[src/rtl/pi_cart_bridge_if.sv]
// N64 PI cartridge bus as seen at the cartridge edge: multiplexed AD bus,
// address latch enables and active-low read/write strobes.
interface pi_cart_bridge_if;
  logic [15:0] ad_in;
  logic [15:0] ad_out;
  logic        ad_oe;
  logic        aleh;
  logic        alel;
  logic        read;
  logic        write;

  modport master (
    output ad_in, aleh, alel, read, write,
    input  ad_out, ad_oe
  );

  modport slave (
    input  ad_in, aleh, alel, read, write,
    output ad_out, ad_oe
  );
endinterface

[src/rtl/pi_cart_bridge.sv]
// PI-bus cartridge slave: latches the multiplexed address, decodes it against
// programmable windows and drives flash/register accesses with burst increment.
module pi_cart_bridge #(
  parameter int                         FLASH_AW    = 19,
  parameter int                         BURST_W     = 8,
  parameter int                         SYNC_STAGES = 2,
  parameter int                         NUM_WIN     = 4,
  parameter logic [NUM_WIN*12-1:0]      WIN_TAG     = {12'h102, 12'h1EC, 12'h1E4, 12'h100},
  parameter logic [NUM_WIN*2-1:0]       WIN_KIND    = {2'd2, 2'd0, 2'd1, 2'd0},
  parameter logic [NUM_WIN-1:0]         WIN_BOOT    = 4'b1001,
  parameter logic [NUM_WIN*FLASH_AW-1:0] WIN_OFS    = '0,
  parameter logic [9:0]                 LOCK_REG    = 10'h300
) (
  input  logic                clk,
  input  logic                cold_reset,
  pi_cart_bridge_if.slave     pi,
  input  logic [15:0]         status_in,
  output logic [FLASH_AW-1:0] flash_addr,
  output logic                flash_ce_n,
  output logic                flash_oe_n,
  output logic                flash_we_n,
  output logic [9:0]          reg_addr,
  output logic [15:0]         reg_wr_data,
  output logic                reg_wr_stb,
  output logic                boot_done,
  output logic                proto_err
);

  localparam logic [1:0] KIND_FLASH = 2'd0;
  localparam logic [1:0] KIND_REG   = 2'd1;
  localparam logic [1:0] KIND_ZERO  = 2'd2;
  localparam logic [1:0] KIND_OFF   = 2'd3;

  // Bit order {alel, aleh, write, read}; strobes idle high, latch enables idle low.
  localparam logic [3:0] SYNC_INIT = 4'b0011;

  typedef enum logic [2:0] {
    S_IDLE,
    S_DECODE,
    S_ARMED,
    S_RD,
    S_WR,
    S_RECOVER
  } state_t;

  genvar gi;

  logic [3:0] raw_in;
  logic [3:0] sync_now;

  assign raw_in = {pi.alel, pi.aleh, pi.write, pi.read};

  generate
    for (gi = 0; gi < 4; gi++) begin : g_sync
      logic [SYNC_STAGES-1:0] chain_reg;
      always_ff @(posedge clk or negedge cold_reset) begin
        if (!cold_reset) begin
          chain_reg <= {SYNC_STAGES{SYNC_INIT[gi]}};
        end else begin
          chain_reg <= {chain_reg[SYNC_STAGES-2:0], raw_in[gi]};
        end
      end
      assign sync_now[gi] = chain_reg[SYNC_STAGES-1];
    end
  endgenerate

  state_t              state_reg;
  logic [31:0]         addr_reg;
  logic [BURST_W-1:0]  burst_reg;
  logic [1:0]          kind_reg;
  logic [FLASH_AW-1:0] ofs_reg;
  logic [15:0]         wr_data_reg;
  logic                rd_last_reg;
  logic                wr_last_reg;
  logic                both_low_reg;

  // A strobe level is trusted only once two successive synchronised samples agree.
  logic rd_lo, rd_hi, wr_lo, wr_hi;
  logic ale_lo, ale_hi, ale_any;

  assign rd_lo   = !sync_now[0] && !rd_last_reg;
  assign rd_hi   =  sync_now[0] &&  rd_last_reg;
  assign wr_lo   = !sync_now[1] && !wr_last_reg;
  assign wr_hi   =  sync_now[1] &&  wr_last_reg;
  assign ale_lo  =  sync_now[3] && !sync_now[2];
  assign ale_hi  =  sync_now[3] &&  sync_now[2];
  assign ale_any =  sync_now[3] ||  sync_now[2];

  logic [NUM_WIN-1:0] win_match;

  generate
    for (gi = 0; gi < NUM_WIN; gi++) begin : g_win
      assign win_match[gi] = (WIN_TAG[gi*12 +: 12] == addr_reg[31:20])
                          && (WIN_KIND[gi*2 +: 2] != KIND_OFF)
                          && (!WIN_BOOT[gi] || !boot_done);
    end
  endgenerate

  logic                hit;
  logic [1:0]          hit_kind;
  logic [FLASH_AW-1:0] hit_ofs;

  // Walk from the top so the lowest-index match is the one left standing.
  always_comb begin
    hit      = 1'b0;
    hit_kind = KIND_OFF;
    hit_ofs  = '0;
    for (int i = NUM_WIN - 1; i >= 0; i--) begin
      if (win_match[i]) begin
        hit      = 1'b1;
        hit_kind = WIN_KIND[i*2 +: 2];
        hit_ofs  = WIN_OFS[i*FLASH_AW +: FLASH_AW];
      end
    end
  end

  logic [FLASH_AW-1:0] flash_calc;
  logic [15:0]         rd_reg_value;

  assign flash_calc   = ofs_reg + addr_reg[FLASH_AW:1] + FLASH_AW'(burst_reg);
  assign rd_reg_value = (addr_reg[10:1] == 10'd0) ? status_in : 16'hFFFF;
  assign reg_addr     = addr_reg[10:1];

  logic unused_addr_bits;
  assign unused_addr_bits = ^addr_reg;

  always_ff @(posedge clk or negedge cold_reset) begin
    if (!cold_reset) begin
      state_reg    <= S_IDLE;
      addr_reg     <= '0;
      burst_reg    <= '0;
      kind_reg     <= KIND_OFF;
      ofs_reg      <= '0;
      wr_data_reg  <= '0;
      rd_last_reg  <= 1'b1;
      wr_last_reg  <= 1'b1;
      both_low_reg <= 1'b0;
      flash_addr   <= '0;
      flash_ce_n   <= 1'b1;
      flash_oe_n   <= 1'b1;
      flash_we_n   <= 1'b1;
      pi.ad_out    <= '0;
      pi.ad_oe     <= 1'b0;
      reg_wr_data  <= '0;
      reg_wr_stb   <= 1'b0;
      boot_done    <= 1'b0;
      proto_err    <= 1'b0;
    end else begin
      rd_last_reg <= sync_now[0];
      wr_last_reg <= sync_now[1];
      reg_wr_stb  <= 1'b0;
      proto_err   <= 1'b0;

      if (ale_lo) begin
        addr_reg[15:0] <= pi.ad_in;
        burst_reg      <= '0;
      end
      if (ale_hi) begin
        addr_reg[31:16] <= pi.ad_in;
      end

      if (ale_any) begin
        // A new address phase aborts whatever access was in flight.
        state_reg    <= ale_hi ? S_DECODE : S_IDLE;
        flash_ce_n   <= 1'b1;
        flash_oe_n   <= 1'b1;
        flash_we_n   <= 1'b1;
        pi.ad_oe     <= 1'b0;
        both_low_reg <= 1'b0;
      end else begin
        case (state_reg)
          S_IDLE: begin
            state_reg <= S_IDLE;
          end
          S_DECODE: begin
            if (hit) begin
              kind_reg  <= hit_kind;
              ofs_reg   <= hit_ofs;
              state_reg <= S_ARMED;
            end else begin
              state_reg <= S_IDLE;
            end
          end
          S_ARMED: begin
            both_low_reg <= rd_lo && wr_lo;
            if (rd_lo && wr_lo) begin
              proto_err <= !both_low_reg;
            end else if (rd_lo) begin
              state_reg <= S_RD;
              case (kind_reg)
                KIND_FLASH: begin
                  flash_addr <= flash_calc;
                  flash_ce_n <= 1'b0;
                  flash_oe_n <= 1'b0;
                end
                KIND_REG: begin
                  pi.ad_oe  <= 1'b1;
                  pi.ad_out <= rd_reg_value;
                end
                KIND_ZERO: begin
                  pi.ad_oe  <= 1'b1;
                  pi.ad_out <= 16'h0000;
                end
                default: begin
                  pi.ad_oe <= 1'b0;
                end
              endcase
            end else if (wr_lo) begin
              wr_data_reg <= pi.ad_in;
              state_reg   <= S_WR;
              if (kind_reg == KIND_FLASH) begin
                flash_addr <= flash_calc;
                flash_ce_n <= 1'b0;
                flash_we_n <= 1'b0;
              end
            end
          end
          S_RD: begin
            if (rd_hi && wr_hi) begin
              flash_ce_n <= 1'b1;
              flash_oe_n <= 1'b1;
              pi.ad_oe   <= 1'b0;
              state_reg  <= S_RECOVER;
            end else if (kind_reg == KIND_REG) begin
              pi.ad_out <= rd_reg_value;
            end
          end
          S_WR: begin
            if (rd_hi && wr_hi) begin
              flash_ce_n <= 1'b1;
              flash_we_n <= 1'b1;
              state_reg  <= S_RECOVER;
              if (kind_reg == KIND_REG) begin
                reg_wr_stb  <= 1'b1;
                reg_wr_data <= wr_data_reg;
                if (addr_reg[10:1] == LOCK_REG && wr_data_reg[0]) begin
                  boot_done <= 1'b1;
                end
              end
            end
          end
          S_RECOVER: begin
            burst_reg <= burst_reg + 1'b1;
            state_reg <= S_ARMED;
          end
          default: begin
            state_reg <= S_IDLE;
          end
        endcase
      end
    end
  end

endmodule

[src/flat_wrapper.sv]
// flat-port wrapper written by rule: the top's interface ports become plain ports
module pi_cart_bridge_flat 
#(
  parameter int                         FLASH_AW    = 19,
  parameter int                         BURST_W     = 8,
  parameter int                         SYNC_STAGES = 2,
  parameter int                         NUM_WIN     = 4,
  parameter logic [NUM_WIN*12-1:0]      WIN_TAG     = {12'h102, 12'h1EC, 12'h1E4, 12'h100},
  parameter logic [NUM_WIN*2-1:0]       WIN_KIND    = {2'd2, 2'd0, 2'd1, 2'd0},
  parameter logic [NUM_WIN-1:0]         WIN_BOOT    = 4'b1001,
  parameter logic [NUM_WIN*FLASH_AW-1:0] WIN_OFS    = '0,
  parameter logic [9:0]                 LOCK_REG    = 10'h300
)
  (clk, cold_reset, status_in, flash_addr, flash_ce_n, flash_oe_n, flash_we_n, reg_addr, reg_wr_data, reg_wr_stb, boot_done, proto_err, pi_ad_in, pi_aleh, pi_alel, pi_read, pi_write, pi_ad_out, pi_ad_oe);
  pi_cart_bridge_if pi_i ();
  input  logic clk;
  input  logic cold_reset;
  input  logic [15:0] status_in;
  output logic [FLASH_AW-1:0] flash_addr;
  output logic flash_ce_n;
  output logic flash_oe_n;
  output logic flash_we_n;
  output logic [9:0] reg_addr;
  output logic [15:0] reg_wr_data;
  output logic reg_wr_stb;
  output logic boot_done;
  output logic proto_err;
  input wire logic [$bits(pi_i.ad_in)-1:0] pi_ad_in;
  input wire logic [$bits(pi_i.aleh)-1:0] pi_aleh;
  input wire logic [$bits(pi_i.alel)-1:0] pi_alel;
  input wire logic [$bits(pi_i.read)-1:0] pi_read;
  input wire logic [$bits(pi_i.write)-1:0] pi_write;
  output wire logic [$bits(pi_i.ad_out)-1:0] pi_ad_out;
  output wire logic [$bits(pi_i.ad_oe)-1:0] pi_ad_oe;
  assign pi_i.ad_in = pi_ad_in;
  assign pi_i.aleh = pi_aleh;
  assign pi_i.alel = pi_alel;
  assign pi_i.read = pi_read;
  assign pi_i.write = pi_write;
  assign pi_ad_out = pi_i.ad_out;
  assign pi_ad_oe = pi_i.ad_oe;
  pi_cart_bridge #(.FLASH_AW(FLASH_AW), .BURST_W(BURST_W), .SYNC_STAGES(SYNC_STAGES), .NUM_WIN(NUM_WIN), .WIN_TAG(WIN_TAG), .WIN_KIND(WIN_KIND), .WIN_BOOT(WIN_BOOT), .WIN_OFS(WIN_OFS), .LOCK_REG(LOCK_REG)) u_core (.clk(clk), .cold_reset(cold_reset), .pi(pi_i), .status_in(status_in), .flash_addr(flash_addr), .flash_ce_n(flash_ce_n), .flash_oe_n(flash_oe_n), .flash_we_n(flash_we_n), .reg_addr(reg_addr), .reg_wr_data(reg_wr_data), .reg_wr_stb(reg_wr_stb), .boot_done(boot_done), .proto_err(proto_err));
endmodule
[config.mk]
export PLATFORM = sky130hd
export DESIGN_NAME = pi_cart_bridge_flat
export DESIGN_NICKNAME = d
export VERILOG_FILES = /design/src/rtl/pi_cart_bridge_if.sv /design/src/rtl/pi_cart_bridge.sv /design/src/flat_wrapper.sv
export SDC_FILE = /design/constraint.sdc
export NUM_CORES = 1
export LEC_CHECK = 0
export CORE_ASPECT_RATIO = 1.25
export CORE_UTILIZATION = 35
export DETAILED_ROUTE_END_ITERATION = 16
export SLEW_MARGIN = 20
export SYNTH_ARGS = -nofsm -noshare
export SYNTH_HDL_FRONTEND = slang
export SYNTH_SLANG_ARGS = --single-unit
[constraint.sdc]
create_clock -name clk -period 5.8 [get_ports clk]
set_input_delay 1.16 -clock clk [delete_from_list [all_inputs] [get_ports clk]]
set_output_delay 1.16 -clock clk [all_outputs]
set_load 0.005 [all_outputs]
==> out/results.ini, run 1 <==
[setup_path]
arrival_ns=1.54
cp-start-kind=flop
cp_top_family=buffers and inverters
r2r_end=u_core.flash_addr[14]$_DFFE_PN0P_
crit_type=flop to primary output
r2r_slack_ns=3.14
endpoint_kind=primary output
crit_chain=clkdlybuf4s50_1
r2r-start=u_core.addr_reg[1]$_DFFE_PN0P_
crit_fanout=9
max_stage_delay_ns=0.58
required_ns=4.64
reg2reg_depth=7
cpMaxStageDelayCell=clkdlybuf4s50_1
crit_buf_inv=1

[pwr]
pwr_density_cell_mw_per_mm2=282
leakagePower_nw=3.39
ir_drop_mv=0.121

[detailed_routing]
route.antenna.remaining_nets=0
first_iter_violations=226
avgViaCountPerCell=5.01
vias=4386
dr.pass1.iters=4
drc=0
drt_wl_total_mm=14.3
wire_per_inst_um=16.3

[cells_and_area]
final_common_cell=dfrtp_1
nNetsFinal=694
n_antenna_cell=0
largest_reg_flops=31
final_core_util_pct=46.3
area_growth_pct=29.3
final_cell_mix=dfrtp_1, clkdlybuf4s50_1, nand2_1
drive_gt1_share_pct=16.9

[yosys]
synth_top_area_share_pct=49.1
ys_top_cells_by_area=dfrtp_1, mux2_2, nand2_1
yosysWarnings=0
syn_area_mm2=0.00601
syn_inst=547
ys_types=60
ys_seq_elements=129
synth_flop_cell=dfrtp_1
syn-num-nets=598
synthArstFlopShare_pct=100
syn_area_per_cell_um2=11.0
synth_seq_area_share_pct=53.9
yosysTopAreaCell=dfrtp_1
synth_edf_count=0

[sta]
finalHoldViolCount=0
period_share_pct=46.6
maxSlewHeadroom_pct=40.6
worst_pin_slew_ns=0.890
fmax_mhz=370
min_period_ns=2.70
maxSlewViolCount=0
fin_tns_setup_ns=0
skew_ns=0.0139
rsz0062_at_grt=false
finalSetupViolations=0

[worst_hold_path]
whs_path_depth=0
hp-class=flop to flop
holdCritStartpoint=u_core.g_sync[1].chain_reg[0]$_DFF_PN1_
hold_end=u_core.g_sync[1].chain_reg[1]$_DFF_PN1_

[die]
core-area_mm2=0.0168
die_area_mm2=0.0177
die_y_um=149
row_count=53
initial_core_util_pct=35.8
die_x_um=119
io_pins=106

[global_routing]
antenna_found_initial=0
grt_remaining_overflow=0
grt_start_max_net_pins=79
grt_usage_pct=17.0
grt_pass1_vias=4487
grt_pass1_wl_mm=23.4

[clock_network]
ctsResizeCount=0
cts_buffers=17
cts-root-buf=clkbuf_16
cts_tree=yes
cts_setup_buffers=0
clkTransAtPathRegs_ns=0.06
insertion_delay_ns=0.42
cts_sinks=129
htreeDepth=4
cts_hold_buffers=0
cts_buffer_depth=2

[place]
gp_congestion=0.839
io_buffers=105
dp_hpwl_mm=10.3

[flow_run]
drv_cap=0

[run_status]
status=complete, no violations

-- report_power, final --
part,internal [mW],switching (mW)
Combinational,0.0829,0.0766
Sequential,0.942,0.0455
Clock,0.615,0.431
-- cell type report --
class	instances	area, µm²
timing repair buffer	108	1080
sequential	129	3240
multi-input combinational	368	2520
inverter	19	71.3
fill	1539	9010
clock inverter	14	141
tap	220	275
clock buffer	18	439
-- metrics by stage --
step	power [mW]	cells	worst slack, ns	area [µm²]	hold slack, ns
2_1_floorplan	1.08	547	3.44	6010	0.331
3_3_place_gp	1.16	843	3.19	7160	0.343
3_5_place_dp	1.16	843	3.10	7170	0.347
4_1_cts	2.22	875	3.09	7750	0.352
5_1_grt	2.29	876	3.00	7770	0.354
6_report	2.19	876	3.10	7770	0.351
-- worst max-delay path by stage --
| stage | startpoint | to | cells past startpoint |
|---|---|---|---|
| final | u_core.addr_reg[9]$_DFFE_PN0P_ | reg_addr[8] | 1 |
| after global routing | u_core.addr_reg[1]$_DFFE_PN0P_ | u_core.flash_addr[14]$_DFFE_PN0P_ | 7 |
| after CTS | u_core.addr_reg[9]$_DFFE_PN0P_ | reg_addr[8] | 1 |
| after detailed placement | cold_reset | u_core.addr_reg[11]$_DFFE_PN0P_ | 2 |
| after global placement | cold_reset | u_core.addr_reg[14]$_DFFE_PN0P_ | 2 |
| after floorplan | u_core.addr_reg[1]$_DFFE_PN0P_ | u_core.flash_addr[18]$_DFFE_PN0P_ | 7 |
-- logic make-up after synthesis --
kind of cell	synth area share (%)
buf+inv	4.35
xor+xnor	2.19
fa+ha+maj	2.83
compound gates	8.70
simple gates	15.4
flops	53.9
mux	12.6
-- synthesized netlist by cell type, types with 2 or more instances --
library cell	n
a21oi_1	14
nand3_2	2
or2_2	3
nor2_1	15
nand3b_1	2
and2_1	2
mux2_2	47
nor3_1	6
nand4_1	6
nand3_1	20
xnor2_1	8
xor2_1	7
dfrtp_1	118
or4_1	4
nand2b_1	3
buf_4	11
nor2b_1	4
mux2i_1	21
o311ai_0	3
and3_1	5
clkbuf_1	14
a21o_1	4
nor4_1	5
o21ai_0	38
ha_1	12
o211ai_1	5
nand2_1	92
a31o_2	2
buf_6	4
and4_1	4
dfstp_2	11
o21a_1	2
a211oi_1	5
inv_1	19
or3_1	2
nor2_2	3
-- layer usage --
layer / vias up / GRT usage (%) / part of all wire [%]
met3: 18 / 3.14 / 3.4
met1: 2155 / 21.7 / 45
met4: 0 / 7.09 / 1.8
li1: 2111 / - / -
met2: 102 / 28.1 / 50
met5: - / 0 / 0
No activity file was read; power rests on OpenSTA's default activity.
==> run 2: changes to the inputs <==
Clock period 5.8 ns to 2.3 ns, I/O delays scaled along.
==> out/results.ini, run 2 (synthesized netlist as in run 1, its figures left out) <==
[run_status]
status=complete, no violations

[die]
row_count=53  ; unchanged
die_area_mm2=0.0177  ; unchanged
io_pins=106  ; unchanged
core-area_mm2=0.0168  ; unchanged
die_y_um=149  ; unchanged
die_x_um=119  ; unchanged
initial_core_util_pct=35.8  ; unchanged

[place]
io_buffers=105  ; unchanged
gp_congestion=0.823  ; -1.8%
dp_hpwl_mm=10.5  ; +2.0%
placed_area_mm2=0.00733  ; +2.4%

[sta]
finalSetupViolations=0  ; unchanged
min_period_ns=2.16
finalHoldViolCount=0  ; unchanged
skew_ns=0.0108  ; -0.00304 ns
fin_tns_setup_ns=0  ; unchanged
period_share_pct=93.7
worst_pin_slew_ns=0.756  ; -0.135 ns
maxSlewHeadroom_pct=49.6  ; +9.0 points
rsz0062_at_grt=false
maxSlewViolCount=0  ; unchanged
fmax_mhz=464

[cells_and_area]
area_growth_pct=33.1
fin_area_mm2=0.00800  ; +2.9%
nNetsFinal=715  ; +3.0%
final_cell_mix=dfrtp_1, clkdlybuf4s50_1, nand2_1
largest_reg_flops=31  ; unchanged
n_fill_cell=1525  ; -0.91%
n_antenna_cell=0  ; unchanged
drive_gt1_share_pct=19.8  ; +2.9 points
final_common_cell=dfrtp_1

[clock_network]
cts_sinks=129  ; unchanged
htreeDepth=4  ; unchanged
cts_tree=yes
cts_hold_buffers=0  ; unchanged
cts-root-buf=clkbuf_16
clkTransAtPathRegs_ns=0.06  ; about the same
insertion_delay_ns=0.42  ; about the same
cts_buffers=17  ; unchanged
cts_buffer_depth=2  ; unchanged

[setup_path]
required_ns=2.61  ; -2.03 ns
r2r_end=u_core.flash_addr[17]$_DFFE_PN0P_
reg2reg_depth=6  ; -1
cp-start-kind=flop
arrival_ns=2.46  ; +0.92 ns
r2r-start=u_core.addr_reg[5]$_DFFE_PN0P_
endpoint_kind=flop
crit_type=flop to flop
crit_fanout=6  ; -3
r2r_slack_ns=0.14  ; -3.00 ns

[detailed_routing]
dr.pass1.iters=4  ; unchanged
avgViaCountPerCell=4.95  ; -1.2%
vias=4432  ; +1.0%
first_iter_violations=308  ; +36%
drc=0  ; unchanged
route.antenna.remaining_nets=0  ; unchanged
wire_per_inst_um=16.0  ; -2.0%
drt_wl_total_mm=14.3  ; +0.28%

[worst_hold_path]
hp-class=primary input to asynchronous set/reset pin

[pwr]
ir_drop_mv=0.476  ; +290%
leakagePower_nw=3.51  ; +3.6%
pwr_density_cell_mw_per_mm2=736  ; +160%

[global_routing]
grt_start_max_net_pins=43  ; -46%
grt_pass1_wl_mm=23.6  ; +0.88%
grt_pass1_vias=4531  ; +0.98%
antenna_found_initial=0  ; unchanged
grt_usage_pct=17.3  ; +0.32 points
grt_remaining_overflow=0  ; unchanged

[flow_run]
drv_cap=0  ; unchanged

==> run 2: stage by stage <==
| stage | hold WS [ns] | worst slack, ns | util (%) | std cells | power, mW |
|---|---|---|---|---|---|
| floorplan | 0.164 | 0.158 | - | 547 | 2.71 |
| global placement | 0.340 | 0.179 | 43.7 | 864 | 2.95 |
| CTS | 0.0614 | 0.109 | 47.6 | 895 | 5.94 |
| global route | 0.0801 | 0.0201 | 47.7 | 896 | 6.10 |
| finish | 0.0452 | 0.144 | 47.7 | 896 | 5.88 |
| detailed placement | 0.345 | 0.126 | 43.7 | 864 | 2.96 |
==> run 2: power by group <==
group          internal [mW]  total (mW)  switching, mW
Sequential              2.38        2.47         0.0992
Clock                   1.95        2.96           1.01
Combinational          0.233       0.450          0.217
Total                   4.56        5.88           1.33
==> run 2: worst max-delay path by stage <==
stage                                   startpoint                           endpoint  slack (ns)  cells past startpoint
global route        u_core.addr_reg[5]$_DFFE_PN0P_   u_core.flash_addr[9]$_DFFE_PN0P_        0.02                      6
CTS                  u_core.burst_reg[0]$_DFF_PN0_  u_core.flash_addr[14]$_DFFE_PN0P_        0.11                      8
global placement     u_core.burst_reg[0]$_DFF_PN0_  u_core.flash_addr[14]$_DFFE_PN0P_        0.18                      8
detailed placement   u_core.burst_reg[0]$_DFF_PN0_  u_core.flash_addr[14]$_DFFE_PN0P_        0.13                      8
finish              u_core.addr_reg[5]$_DFFE_PN0P_  u_core.flash_addr[17]$_DFFE_PN0P_        0.14                      6
floorplan           u_core.addr_reg[1]$_DFFE_PN0P_  u_core.flash_addr[18]$_DFFE_PN0P_        0.16                      7
==> run 2: worst max-delay path, stage by stage, from the launching register on <==
cell	delay (ns)
dfrtp_1	0.43
ha_1	0.39
a21o_1	0.21
a31o_2	0.26
o311ai_0	0.42
mux2i_1	0.27
nand2_1	0.07
==> run 2: final cells by class <==
class / instances / area, µm² / share of cell area, %
tap: 220 / 275 / 3.44
inverter: 19 / 71.3 / 0.892
clock inverter: 13 / 210 / 2.63
multi-input combinational: 368 / 2520 / 31.5
sequential: 129 / 3240 / 40.6
clock buffer: 18 / 439 / 5.49
timing repair buffer: 129 / 1240 / 15.5
==> run 2: layer usage <==
| layer | global-route usage (%) | wire length, µm | part of all wire [%] |
|---|---|---|---|
| met1 | 22.2 | 6560 | 46 |
| met4 | 7.34 | 244 | 1.7 |
| met3 | 3.95 | 500 | 3.5 |
| met5 | 0 | 0 | 0 |
| met2 | 28.0 | 7030 | 49 |
==> run 2: repair_timing <==
item | in CTS | in global routing
setup endpoints to repair | 0 | 6
setup buffers | 0 | 1
resized for setup | 0 | 3
